==> src/rtl/uart_cmd_frame_tx_pkg.sv <==
//------------------------------------------------------------------------------
// uart_cmd_frame_tx_pkg
//   Shared definitions for the badge UART command-frame initiator:
//   command mode byte constants, frame FSM state encoding and the payload
//   length clamp helper.
//   Optional feature macro used by the importing modules: CMD_TX_IDLE_GAP_EN.
//------------------------------------------------------------------------------
package uart_cmd_frame_tx_pkg;

   // Mode bytes understood by the peer badge command parser
   localparam logic [7:0] CMD_SHOOTING_FLAGS = 8'h41;  // 'A'
   localparam logic [7:0] CMD_HORNET_KEY     = 8'h40;  // '@'
   localparam logic [7:0] CMD_AES_KEY        = 8'h42;  // 'B'
   localparam logic [7:0] CMD_AES_PT         = 8'h43;  // 'C'
   localparam logic [7:0] CMD_AES_ENC        = 8'h44;  // 'D'
   localparam logic [7:0] CMD_AES_DEC        = 8'h45;  // 'E'
   localparam logic [7:0] CMD_FLAG_RESET     = 8'h60;  // '`'

   // Frame sequencer states. Byte loading has no state of its own: the next
   // byte is handed to the serializer on the same edge that retires the
   // previous stop bit, so bytes go out back-to-back.
   typedef enum logic [1:0] {
      ST_IDLE  = 2'd0,
      ST_SHIFT = 2'd1,
      ST_GAP   = 2'd2,
      ST_DONE  = 2'd3
   } frame_state_e;

   // Saturate a requested payload length to the configured maximum.
   function automatic logic [4:0] clamp_len(input logic [4:0] len,
                                            input int unsigned max_len);
      logic [4:0] max5;
      if (max_len >= 31) begin
         return len;
      end
      max5 = 5'(max_len);
      return (len > max5) ? max5 : len;
   endfunction

endpackage

==> src/rtl/uart_tx_byte.sv <==
//------------------------------------------------------------------------------
// uart_tx_byte
//   Byte-level 8N1 serializer: start bit (0), 8 data bits LSB first, stop bit
//   (1), each held for exactly BAUD_DIV clock cycles. A new byte may be
//   started in the final cycle of the current stop bit (done=1), giving
//   gap-free back-to-back bytes.
// Ports
//   clk      in   system clock
//   reset_n  in   asynchronous active-low reset (tx forced high)
//   start    in   load data and begin the start bit next cycle (when ready)
//   data     in   byte to send
//   ready    out  idle, or in the last stop-bit cycle
//   done     out  last cycle of the stop bit
//   tx       out  serial line, idle high
//------------------------------------------------------------------------------
module uart_tx_byte #(
   parameter int BAUD_DIV = 10764
) (
   input  logic       clk,
   input  logic       reset_n,
   input  logic       start,
   input  logic [7:0] data,
   output logic       ready,
   output logic       done,
   output logic       tx
);

   localparam int             BW        = (BAUD_DIV > 2) ? $clog2(BAUD_DIV) : 1;
   localparam logic [BW-1:0]  BAUD_LAST = BW'(BAUD_DIV - 1);
   localparam logic [3:0]     STOP_BIT  = 4'd9;

   logic          active_reg;
   logic [BW-1:0] baud_cnt_reg;
   logic [3:0]    bit_cnt_reg;   // 0 = start, 1..8 = data, 9 = stop
   logic [8:0]    shift_reg;     // remaining data bits with the stop bit on top
   logic          tx_reg;
   logic          bit_end;

   assign bit_end = active_reg && (baud_cnt_reg == BAUD_LAST);
   assign done    = bit_end && (bit_cnt_reg == STOP_BIT);
   assign ready   = !active_reg || done;
   assign tx      = tx_reg;

   always_ff @(posedge clk or negedge reset_n) begin
      if (!reset_n) begin
         active_reg   <= 1'b0;
         baud_cnt_reg <= '0;
         bit_cnt_reg  <= '0;
         shift_reg    <= '1;
         tx_reg       <= 1'b1;
      end else if (start && ready) begin
         active_reg   <= 1'b1;
         baud_cnt_reg <= '0;
         bit_cnt_reg  <= '0;
         shift_reg    <= {1'b1, data};
         tx_reg       <= 1'b0;
      end else if (bit_end) begin
         baud_cnt_reg <= '0;
         if (bit_cnt_reg == STOP_BIT) begin
            // line is already high from the stop bit; just go idle
            active_reg <= 1'b0;
         end else begin
            bit_cnt_reg <= bit_cnt_reg + 4'd1;
            tx_reg      <= shift_reg[0];
            shift_reg   <= {1'b1, shift_reg[8:1]};
         end
      end else if (active_reg) begin
         baud_cnt_reg <= baud_cnt_reg + 1'b1;
      end
   end

endmodule

==> src/rtl/uart_cmd_frame_tx.sv <==
//------------------------------------------------------------------------------
// uart_cmd_frame_tx
//   Badge UART command-frame initiator. Accepts {mode, len, payload}, then
//   sends mode, payload bytes (MSB byte first), mode again, all 8N1 and
//   back-to-back on tx. Lengths above MAX_PAYLOAD are clamped.
//   Optional macro CMD_TX_IDLE_GAP_EN: hold tx idle for GAP_BITS bit-times
//   after the terminator (busy stays high) before signalling frame_done.
// Ports
//   clk          in   system clock
//   reset_n      in   asynchronous active-low reset; aborts any frame
//   cmd_valid    in   command request, taken when cmd_ready is high
//   cmd_ready    out  idle and able to accept a command
//   cmd_mode     in   mode byte (first and last byte of the frame)
//   cmd_len      in   payload byte count 0..16 (larger values clamped)
//   cmd_payload  in   payload, byte [127:120] sent first
//   tx           out  UART serial out, idle high
//   busy         out  frame bytes (and gap) in progress
//   frame_done   out  one-cycle pulse once the frame has fully gone out
//------------------------------------------------------------------------------
module uart_cmd_frame_tx
   import uart_cmd_frame_tx_pkg::*;
#(
   parameter int BAUD_DIV    = 10764,
   parameter int MAX_PAYLOAD = 16
`ifdef CMD_TX_IDLE_GAP_EN
   ,
   parameter int GAP_BITS    = 2
`endif
) (
   input  logic         clk,
   input  logic         reset_n,
   input  logic         cmd_valid,
   output logic         cmd_ready,
   input  logic [7:0]   cmd_mode,
   input  logic [4:0]   cmd_len,
   input  logic [127:0] cmd_payload,
   output logic         tx,
   output logic         busy,
   output logic         frame_done
);

   frame_state_e state_reg, state_next;

   logic [7:0]   mode_reg;
   logic [4:0]   len_reg;        // clamped payload length
   logic [127:0] payload_reg;    // next payload byte always sits in [127:120]
   logic [4:0]   byte_idx_reg;   // index of the byte on the line, 0..len+1

   logic         byte_start;
   logic [7:0]   byte_data;
   logic         byte_ready;
   logic         byte_done;
   logic         accept;
   logic         load_payload;

`ifdef CMD_TX_IDLE_GAP_EN
   localparam int GAP_CYCLES = GAP_BITS * BAUD_DIV;
   localparam int GW         = (GAP_CYCLES > 2) ? $clog2(GAP_CYCLES) : 1;
   localparam logic [GW-1:0] GAP_LAST = GW'(GAP_CYCLES - 1);
   logic [GW-1:0] gap_cnt_reg;
`endif

   uart_tx_byte #(
      .BAUD_DIV (BAUD_DIV)
   ) u_tx_byte (
      .clk     (clk),
      .reset_n (reset_n),
      .start   (byte_start),
      .data    (byte_data),
      .ready   (byte_ready),
      .done    (byte_done),
      .tx      (tx)
   );

   assign cmd_ready  = (state_reg == ST_IDLE) && byte_ready;
   assign busy       = (state_reg == ST_SHIFT) || (state_reg == ST_GAP);
   assign frame_done = (state_reg == ST_DONE);

   always_ff @(posedge clk or negedge reset_n) begin
      if (!reset_n) begin
         state_reg <= ST_IDLE;
      end else begin
         state_reg <= state_next;
      end
   end

   // The first byte comes straight from cmd_mode on the accept edge so the
   // start bit begins the very next cycle.
   always_comb begin
      state_next   = state_reg;
      byte_start   = 1'b0;
      byte_data    = mode_reg;
      accept       = 1'b0;
      load_payload = 1'b0;
      case (state_reg)
         ST_IDLE: begin
            if (cmd_valid && cmd_ready) begin
               accept     = 1'b1;
               byte_start = 1'b1;
               byte_data  = cmd_mode;
               state_next = ST_SHIFT;
            end
         end
         ST_SHIFT: begin
            if (byte_done) begin
               if (byte_idx_reg == len_reg + 5'd1) begin
`ifdef CMD_TX_IDLE_GAP_EN
                  state_next = ST_GAP;
`else
                  state_next = ST_DONE;
`endif
               end else begin
                  byte_start = 1'b1;
                  if (byte_idx_reg != len_reg) begin
                     byte_data    = payload_reg[127:120];
                     load_payload = 1'b1;
                  end
               end
            end
         end
         ST_GAP: begin
`ifdef CMD_TX_IDLE_GAP_EN
            if (gap_cnt_reg == GAP_LAST) begin
               state_next = ST_DONE;
            end
`else
            state_next = ST_DONE;
`endif
         end
         ST_DONE: begin
            state_next = ST_IDLE;
         end
         default: begin
            state_next = ST_IDLE;
         end
      endcase
   end

   always_ff @(posedge clk or negedge reset_n) begin
      if (!reset_n) begin
         mode_reg     <= '0;
         len_reg      <= '0;
         payload_reg  <= '0;
         byte_idx_reg <= '0;
      end else if (accept) begin
         mode_reg     <= cmd_mode;
         len_reg      <= clamp_len(cmd_len, MAX_PAYLOAD);
         payload_reg  <= cmd_payload;
         byte_idx_reg <= '0;
      end else if (byte_start) begin
         byte_idx_reg <= byte_idx_reg + 5'd1;
         if (load_payload) begin
            payload_reg <= {payload_reg[119:0], 8'h00};
         end
      end
   end

`ifdef CMD_TX_IDLE_GAP_EN
   always_ff @(posedge clk or negedge reset_n) begin
      if (!reset_n) begin
         gap_cnt_reg <= '0;
      end else if (state_reg == ST_GAP) begin
         gap_cnt_reg <= gap_cnt_reg + 1'b1;
      end else begin
         gap_cnt_reg <= '0;
      end
   end
`endif

endmodule

==> config.mk <==
export PLATFORM = sky130hd
export DESIGN_NAME = uart_cmd_frame_tx
export DESIGN_NICKNAME = d
export VERILOG_FILES = /design/src/rtl/uart_cmd_frame_tx_pkg.sv /design/src/rtl/uart_tx_byte.sv /design/src/rtl/uart_cmd_frame_tx.sv
export SDC_FILE = /design/constraint.sdc
export NUM_CORES = 1
export LEC_CHECK = 0
export CELL_PAD_IN_SITES_DETAIL_PLACEMENT = 1
export CELL_PAD_IN_SITES_GLOBAL_PLACEMENT = 1
export CORE_MARGIN = 2
export CORE_UTILIZATION = 40
export CTS_CLUSTER_SIZE = 30
export DETAILED_ROUTE_END_ITERATION = 16
export HOLD_SLACK_MARGIN = 0.12
export PLACE_DENSITY = 0.85
export SYNTH_ARGS = -nofsm -noshare
export SYNTH_HDL_FRONTEND = slang
export SYNTH_SLANG_ARGS = --single-unit
==> constraint.sdc <==
create_clock -name clk -period 5.1 [get_ports clk]
set_input_delay 1.02 -clock clk [delete_from_list [all_inputs] [get_ports clk]]
set_output_delay 1.02 -clock clk [all_outputs]
set_load 0.02 [all_outputs]
== After elaboration in Yosys (flattened, before gate mapping) ==
Cells that the tools add are included.
Word-level totals
  register bits: 177
  bits in latches: 0
  RAM bits: 0
  ROM bits: 0
  input bits: 144
  output and inout bits: 4
  word-level logic and storage cells: 83
  memories: 0
Operators by class
  $add $sub $neg: 4
  multipliers: 0
  divide/modulo/power cells: 0
  order comparisons: 1
  equality and inequality tests: 11
  shift operators: 0
  muxes and demuxes: 39
  bitwise operators: 0
  reduce and logical (&&, ||, !) cells: 18
Operator list (number)
  128-bit two-way mux: 3
  14-bit two-way mux: 3
  8-bit two-way mux: 4
  9-bit two-way mux: 3
  8-bit case mux with 2 select lines: 1
  5-bit two-way mux: 3
  14-bit by 1-bit adder with 14-bit output, second input constant: 1
  14-bit equality test, second input constant: 1
  1-bit two-way mux: 14
  4-bit two-way mux: 3
  5-bit by 1-bit adder with 5-bit output, second input constant: 2
  2-bit by 1-bit inequality test with 1-bit output, second input constant: 4
  2-bit case mux with 4 select lines: 1
  2-bit nonzero test: 4
  2-bit two-way mux: 3
  2-bit AND reduction: 3
  5-bit equality test: 1
  5-bit > comparator, second input constant: 1
  1-bit logical AND: 5
  5-bit inequality test: 1
  4-bit by 1-bit adder with 4-bit output, second input constant: 1
  2-bit equality test, second input constant: 2
  4-bit equality test, second input constant: 1
  3-bit AND reduction: 1
  6 further kinds: 7

== Longest topological paths before layout ==
Gate-level depths: netlist of the first run.
  depth in word-level cells: 11
  depth in mapped cells: 12
  depth with buffers taken out: 8

== Hierarchy ==
From an unflattened synthesis of the first run, not the netlist that was laid out.
Second synthesis, totals
  cell total of the unflattened synthesis: 1022
  area, all modules: 9111.2 sq um
Modules (own cells, without submodules)
  uart_cmd_frame_tx: instances 1, cells an instance 859, area each 7542.2 sq um, seq. area each 3703.6 sq um
  uart_tx_byte: instances 1, cells an instance 163, area each 1569.0 sq um, seq. area each 711.9 sq um

== Worst setup path after synthesis of the first run ==
OpenSTA, ideal clock, no wires.
  path kind: reg-to-output
  start: reg u_tx_byte.baud_cnt_reg[4]
  end: out cmd_ready
  arrival time: 1.412 ns
  required time: 4.080 ns
  slack: 2.668 ns
  stages on the path, launching flop included: 5
  buffers on the path: 0
  cells stage by stage: dfrtp_1 nor4b_1 nand4_1 o21ai_0 and2_1
On the way
  word-level cells in the longest chain between the ends: 5
RTL lines
  start, declared: RTL line uart_tx_byte.sv:33  | logic [BW-1:0] baud_cnt_reg;
  start signal, assigned: RTL line uart_tx_byte.sv:68  | baud_cnt_reg <= baud_cnt_reg + 1'b1;
  14-bit equality test: RTL line uart_tx_byte.sv:39  | assign bit_end = active_reg && (baud_cnt_reg == BAUD_LAST);
  1-bit logical AND: RTL line uart_tx_byte.sv:39
  1-bit logical AND: RTL line uart_tx_byte.sv:40  | assign done = bit_end && (bit_cnt_reg == STOP_BIT);
  1-bit logical OR: RTL line uart_tx_byte.sv:41  | assign ready = !active_reg || done;
  1-bit logical AND: RTL line uart_cmd_frame_tx.sv:75  | assign cmd_ready = (state_reg == ST_IDLE) && byte_ready;
  end, declared: RTL line uart_cmd_frame_tx.sv:33  | output logic cmd_ready,
No other way between the ends.

== Worst setup path in the final report of the first run ==
Ends and elaborated chain as after synthesis.

==> metrics.md, run 1 <==
| Metric | Value |
|---|---|
| RSZ-0062 raised after global routing | `no` |
| First-pass GRT wire length | `36.0 mm` |
| TritonCTS clock tree | `done` |
| Synth Instances | `836` |
| Net Sw Frac | `between 20% and 30%` |
| Data required, critical path | `between 4 and 5 ns` |
| Clock network fraction of design power | `48.7%` |
| Synthesized area | `0.00864 mm^2` |
| Crit path DAT | `roughly 2.7 ns` |
| WS Path Type | `flip-flop to primary output` |
| Seq pwr share | `a little under half` |
| Root Driver | `clkbuf_16` |
| Vias in the first global route | `7200` |
| HP Class | `flip-flop to flip-flop` |
| GRT Overall Usage | `20.2%` |
| YS warnings | `0` |
| # IOs | `148` |
| # diodes | `0` |
| Status | `complete, no violations` |
| Initial Util | `approximately two fifths` |
| Largest family of logic cells by synthesized area | `multiplexers` |
| Clk buf depth | `2` |
| Leak pwr | `3.82 nW` |
| PD cells | `277 mW/mm^2` |
| Post-place setup slack | `roughly 1.4 ns` |
| Clock transition at path regs | `0.07 ns` |
| Die height | `151 um` |
| Critical path peak fanout | `5` |
| Crit end category | `primary output` |
| DR vias/cell | `5.25` |
| Clock Latency Late Sink | `0.43 ns` |
| Fmax achieved | `270 MHz` |
| Post-synthesis mux area share | `16.8%` |
| Via count of the routed design | `6511` |
| Post-route DRC | `0` |
| Number of port buffers | `147` |
| Comb pwr share | `4.9%` |
| Area Overhead vs Synth | `25.6%` |
| RePlAce Congestion | `0.761` |
| Post-Synth Simple-Gate Area | `12.9%` |
| Synth Area in Adders | `around 1.3%` |
| Initial DRT Pass Iterations | `4` |
| Pint | `~2.4 mW` |
| Post-Synth XOR/XNOR Area | `under 10%` |
| Post-route minimum period | `approximately 3.7 ns` |
| Final hold violation count | `0` |
| Num rows | `53` |
| Setup Buffers After CTS | `0` |
| Post-DRT Antenna Nets | `0` |
| Max reg flops | `128` |
| Grt total ovfl | `0` |
| Finish-stage setup viols | `0` |
| Rel. slew slack | `13.2%` |
| VDD IR-drop max | `between 0.15 and 0.2 mV` |
| Switching pwr | `~0.64 mW` |
| H-Tree Depth | `4` |
| Post-DP HPWL | `14.7 mm` |
| Number of distinct library cells after synthesis | `51` |
| Filler Cell Count | `2277` |
| Drt initial violations | `353` |
| Post-Syn Area per Cell | `10.3 um^2` |
| Synth async-reset ratio | `100%` |
| Avg WL per Cell | `17.7 um` |
| CTS resizes | `0` |
| Compound-Gate Fraction of Synth Area | `between 10% and 20%` |
| Max Cap Violations | `0` |
| Setup TNS Final | `0 ns` |
| Core Area | `~0.021 mm^2` |
| Final Skew | `0.0151 ns` |
| Worst-Margin Slew | `1.30 ns` |
| Top_reg_cell synth | `dfrtp_1` |
| Layout cells sized above 1 | `8.08%` |
| Synth Net Count | `989` |
| Final Worst Setup Slack | `1.40 ns` |
| Post-synth EDFFs | `0` |
| Sink Count | `between 150 and 200` |
| Area of the die | `0.0228 mm^2` |
| Clock buffer count from CTS | `17` |
| #FFs+latches synth | `176` |
| Setup crit start kind | `flip-flop` |
| Fin nets | `approximately 1100` |
| Final slew viol count | `0` |
| Initial antenna violation count | `0` |
| Final wirelength | `22.0 mm` |
| Post-synthesis sequential area ratio | `between 50% and 60%` |
| Hold bufs inserted after CTS | `0` |
| Pin count of the biggest net entering global routing | `around 110` |
| Post-route clock period utilization | `between 70% and 80%` |
| Die width | `151 um` |
==> cells in the mapped netlist (2+ instances only) <==
master / n / area share, %
mux2_2: 9 / 1.2
buf_2: 14 / 0.81
nor4b_1: 2 / 0.20
nand4_1: 5 / 0.36
inv_1: 14 / 0.61
and4bb_2: 2 / 0.29
nand3b_1: 6 / 0.52
o21ai_1: 23 / 1.3
nor2_1: 25 / 1.1
ha_1: 9 / 1.3
a21o_1: 3 / 0.26
and3_1: 2 / 0.14
clkbuf_1: 18 / 0.78
or3_1: 2 / 0.14
and3_2: 2 / 0.17
mux2_4: 8 / 1.4
mux2i_1: 123 / 14
dfstp_2: 9 / 2.7
nand2_1: 178 / 7.7
a21oi_1: 7 / 0.41
nor2b_1: 7 / 0.51
a211oi_1: 9 / 0.78
o31ai_1: 9 / 0.78
xor2_1: 11 / 1.1
nand3_1: 7 / 0.41
o21ai_0: 101 / 5.9
dfrtp_1: 167 / 48
buf_4: 13 / 1.1
xnor2_1: 10 / 1.0
a31oi_1: 8 / 0.58
or3b_2: 2 / 0.20
buf_6: 12 / 1.6
==> critical path, cell delays in order, from the launching register on <==
cell and delay [ns]:
dfrtp_1 0.44, nor4b_1 0.40, nand4_1 0.21, o21ai_0 0.42
and2_1 0.19, clkdlybuf4s50_1 0.59
==> cell usage in the layout, fill, tap and decap left out, drive strengths merged, types with 6 or more instances in the layout <==
cell	n
nand2	178
dfrtp	167
clkdlybuf4s50	146
o21ai	124
mux2i	123
nor2	25
clkbuf	18
inv	18
mux2	17
xor2	11
xnor2	10
a211oi	9
o31ai	9
ha	9
dfstp	9
a31oi	8
a21oi	8
buf	8
nand3	7
nor2b	7
nand3b	6
nand4	6
==> path summary, 6_finish.rpt <==
kind / start / to / slack (ns) / depth (start not counted)
worst max-delay path: u_tx_byte.baud_cnt_reg[4] / cmd_ready / 1.40 / 5
worst min-delay path: u_tx_byte.tx / u_tx_byte.tx / 0.54 / 2
worst max register to register: state_reg[1] / payload_reg[50] / 1.92 / 7
worst min register to register: u_tx_byte.tx / u_tx_byte.tx / 0.54 / 2
max in group asynchronous: reset_n / payload_reg[15] / 3.40 / 2
min in group asynchronous: reset_n / payload_reg[116] / 0.77 / 1
==> routing by layer <==
layer  part of all wire, %  global-route usage (%)
met4                   1.0                    4.91
met1                    43                    24.4
met5                     0                       0
met2                    51                    36.0
met3                   4.5                    5.39
==> cells by family (layout without fill, tap and decap cells) <==
kind of cell | Yosys count | count (layout)
buffers and inverters | 71 | 200
and+or+nand+nor | 252 | 252
adders and majority gates | 9 | 9
xor gates and xnor gates | 21 | 21
AOI/OAI and AO/OA | 167 | 167
DFF | 176 | 176
muxes | 140 | 140
==> power groups by stage <==
stage | Combinational, mW | Sequential (mW) | Clock [mW]
after CTS | 0.152 | 1.40 | 1.50
after floorplan | 0.00164 | 1.42 | 0
final | 0.149 | 1.40 | 1.47
after detailed placement | 0.151 | 1.42 | 0
after global placement | 0.152 | 1.42 | 0
after global routing | 0.160 | 1.39 | 1.56
==> cell type report <==
class                      count  area, um^2  area share, %
sequential                   176        4420           40.7
multi-input combinational    589        3810           35.1
tap                          275         344           3.17
clock inverter                14         228           2.10
inverter                      14        52.6          0.484
clock buffer                  18         429           3.95
timing repair buffer         154        1580           14.5
==> through the flow <==
stage / cells / power, mW / util (%) / hold slack [ns] / instance area, um^2
after CTS: 1240 / 3.04 / 51.5 / 0.530 / 10900
after global placement: 1208 / 1.57 / 48.4 / 0.507 / 10200
after floorplan: 836 / 1.42 / - / 0.465 / 8640
after global routing: 1240 / 3.11 / 51.5 / 0.563 / 10900
after detailed placement: 1208 / 1.57 / 48.4 / 0.512 / 10200
final: 1240 / 3.01 / 51.5 / 0.536 / 10900
(Power assumes the default switching activity.)
==> inputs of run 2 (changes only) <==
CORE_UTILIZATION = 37   (was 40)
PLACE_DENSITY = 0.83   (was 0.85)
clock period = 3.1 ns   (was 5.1 ns; I/O delays follow)
==> run 2 against run 1 <==
Net effect:
- sequential power increased by 64%
- combinational power increased by 67%
- worst hold slack got worse by 0.41 ns
- via count decreased by 0.78%
- global-route usage decreased by 2.1 points
- count of clock-buffer cells in the layout decreased by 1
- highest routed layer is now met5
==> metrics.md, run 2 (synthesis results as in run 1) <==
| Metric | Value |
|---|---|
| Highest-delay cell along the critical path | `dfrtp_1 (was clkdlybuf4s50_1)` |
| Crit end category | `primary output (unchanged)` |
| Crit path launch | `u_tx_byte.baud_cnt_reg[5] (was u_tx_byte.baud_cnt_reg[4])` |
| Finish-stage setup viols | `0 (unchanged)` |
| Most frequent cells in the layout | `nand2_1 (178), dfrtp_1 (166), clkdlybuf4s50_1 (145), mux2i_1 (123), o21ai_0 (100) (was nand2_1 (178), dfrtp_1 (167), clkdlybuf4s50_1 (146), mux2i_1 (123), o21ai_0 (101))` |
| Root Driver | `clkbuf_16 (unchanged)` |
| Placed cells | `1254 (was 1208)` |
| PD cells | `431 mW/mm^2 (was 277 mW/mm^2)` |
| Clock Latency Late Sink | `0.43 ns (about the same)` |
| Clock buffer count from CTS | `17 (unchanged)` |
| Setup crit start kind | `flip-flop (unchanged)` |
| Slowest Stage Delay on Critical Path | `0.44 ns (was 0.59 ns)` |
| Post-route clock period utilization | `87.1%` |
| WS Path Type | `flip-flop to primary output (unchanged)` |
| Post-DRT Antenna Nets | `0 (unchanged)` |
| # diodes | `0 (unchanged)` |
| Most common cell after layout, fill and taps aside | `nand2_1 (unchanged)` |
| Crit path DAT | `2.08 ns (was 2.68 ns)` |
| VDD IR-drop max | `0.268 mV (was 0.180 mV)` |
| Multi-input logic area | `0.00383 mm^2 (was 0.00381 mm^2)` |
| Data required, critical path | `2.48 ns (was 4.08 ns)` |
| RePlAce Congestion | `0.752 (was 0.761)` |
| Clock transition at path regs | `0.07 ns (about the same)` |
| Critical path peak fanout | `4 (was 5)` |
| Final wirelength | `21.7 mm (was 22.0 mm)` |
| Post-route DRC | `0 (unchanged)` |
| Die width | `157 um (was 151 um)` |
| R2r startpoint | `state_reg[0] (was state_reg[1])` |
| Sink Count | `176 (unchanged)` |
| Initial DRT Pass Iterations | `4 (unchanged)` |
| Status | `complete, no violations (unchanged)` |
| Fin nets | `1115 (was 1105)` |
| Number of port buffers | `147 (unchanged)` |
| Core Area | `0.0228 mm^2 (was 0.0211 mm^2)` |
| Min Hold Slack | `0.125 ns (was 0.536 ns)` |
| First-pass GRT wire length | `35.3 mm (was 36.0 mm)` |
| R2R Path End | `payload_reg[60] (was payload_reg[50])` |
| HP Class | `input pin to async pin (was flip-flop to flip-flop)` |
| Vias in the first global route | `6855 (was 7200)` |
| Post-DP HPWL | `15.2 mm (was 14.7 mm)` |
| Grt total ovfl | `0 (unchanged)` |
| Final Skew | `0.0152 ns (was 0.0151 ns)` |
| Pin count of the biggest net entering global routing | `147 (was 114)` |
| Initial antenna violation count | `1 (was 0)` |
| Post-route minimum period | `2.70 ns` |
| Register Area | `0.00442 mm^2 (about the same)` |
| Area Overhead vs Synth | `27.2% (was 25.6%)` |
| DR vias/cell | `5.02 (was 5.25)` |
| Filler Cell Count | `2538 (was 2277)` |
| Via count of the routed design | `6460 (was 6511)` |
| Layout cells sized above 1 | `9.64% (was 8.08%)` |
| Fmax achieved | `370 MHz` |
| Die height | `157 um (was 151 um)` |
| Max reg flops | `128 (unchanged)` |
| Max Cap Violations | `0 (unchanged)` |
| Cells along the critical path | `nor4b_2, nand4_1, o21ai_2, and2_1, dlymetal6s2s_1 (was nor4b_1, nand4_1, o21ai_0, and2_1, clkdlybuf4s50_1)` |
| H-Tree Depth | `4 (unchanged)` |
| FF-to-FF path depth | `7 (unchanged)` |
| # IOs | `148 (unchanged)` |
| Num rows | `55 (was 53)` |
| Drt initial violations | `312 (was 353)` |
| Worst reg2reg setup slack | `0.48 ns (was 1.92 ns)` |
| TritonCTS clock tree | `done (unchanged)` |
| Avg WL per Cell | `16.8 um (was 17.7 um)` |
| Worst setup path end | `cmd_ready (unchanged)` |
| GRT Overall Usage | `18.2% (was 20.2%)` |
| Rel. slew slack | `65.0% (was 13.2%)` |
| Fin cells | `1288 (was 1240)` |
| RSZ-0062 raised after global routing | `no (unchanged)` |
| Area of the die | `0.0246 mm^2 (was 0.0228 mm^2)` |
| Worst-Margin Slew | `0.525 ns (was 1.30 ns)` |
| Setup TNS Final | `0 ns (unchanged)` |
| Final hold violation count | `0 (unchanged)` |
| Leak pwr | `3.88 nW (was 3.82 nW)` |
| Final slew viol count | `0 (unchanged)` |
| Clk buf depth | `2 (unchanged)` |
| Initial Util | `37.9% (was 41.0%)` |
## run 2: cell types whose count changed in the layout (fill, tap and decap cells not counted), sizes merged
cell,delta
buf,+10
bufinv,-4
clkbuf,-1
clkdlybuf4s50,-1
clkinv,+3
clkinvlp,-1
dlymetal6s2s,+1
inv,+3
## run 2: repair_timing
item | in CTS | in global routing
pin swaps | 0 | 2
gates cloned | 0 | 0
setup endpoints to repair | 1 | 1
buffers inserted | 0 | 2
hold buffers | 0 | 0
resized for setup | 4 | 4
## run 2: worst min-delay path by stage
stage,cells after the start,end,slack (ns),startpoint
3_3_place_gp,2,len_reg[4],0.49,len_reg[4]
6_report,1,mode_reg[3],0.12,reset_n
2_1_floorplan,0,byte_idx_reg[0],0.32,reset_n
5_1_grt,1,mode_reg[3],0.14,reset_n
4_1_cts,1,mode_reg[3],0.13,reset_n
3_5_place_dp,2,len_reg[4],0.50,len_reg[4]
## run 2: cell type report
type,instances,share of cell area (%)
flip-flops and latches,176,40.2
multi-input cells,589,34.8
repair buffers,164,15.5
clock buffers,17,3.87
well taps,313,3.56
clock inverters,15,1.57
inverters,14,0.478
## run 2: per-layer routing
metal / vias to the layer above / GRT usage [%] / part of all wire, %
met1: 3210 / 23.2 / 45
met3: 19 / 3.60 / 2.9
met2: 103 / 31.7 / 51
met4: 2 / 4.33 / 1.2
met5: - / 0 / 0.060
li1: 3126 / - / -
## run 2: through the flow
stage	power [mW]	setup WS (ns)	cell area, um^2	util, %
after floorplan	2.34	0.857	8640	-
after global placement	2.59	0.392	10400	45.5
after detailed placement	2.59	0.263	10400	45.5
after CTS	4.80	0.00872	11000	48.1
after global routing	4.92	0.241	11000	48.3
final	4.74	0.399	11000	48.3
## run 2: critical path: cells and delay by family (launching register included)
kind                   cells  cell delay (ns)
buffers and inverters      1             0.22
flip-flops                 1             0.44
AO/OA/AOI/OAI              1             0.24
AND/OR/NAND/NOR            3             0.76
## run 2: power by group
group | switching (mW) | total, mW | internal, mW | leakage [nW]
sequential | 0 | 2.29 | 2.29 | 1.71
clock | 1.04 | 2.19 | 1.15 | 0.292
combinational | 0.0844 | 0.249 | 0.165 | 1.88
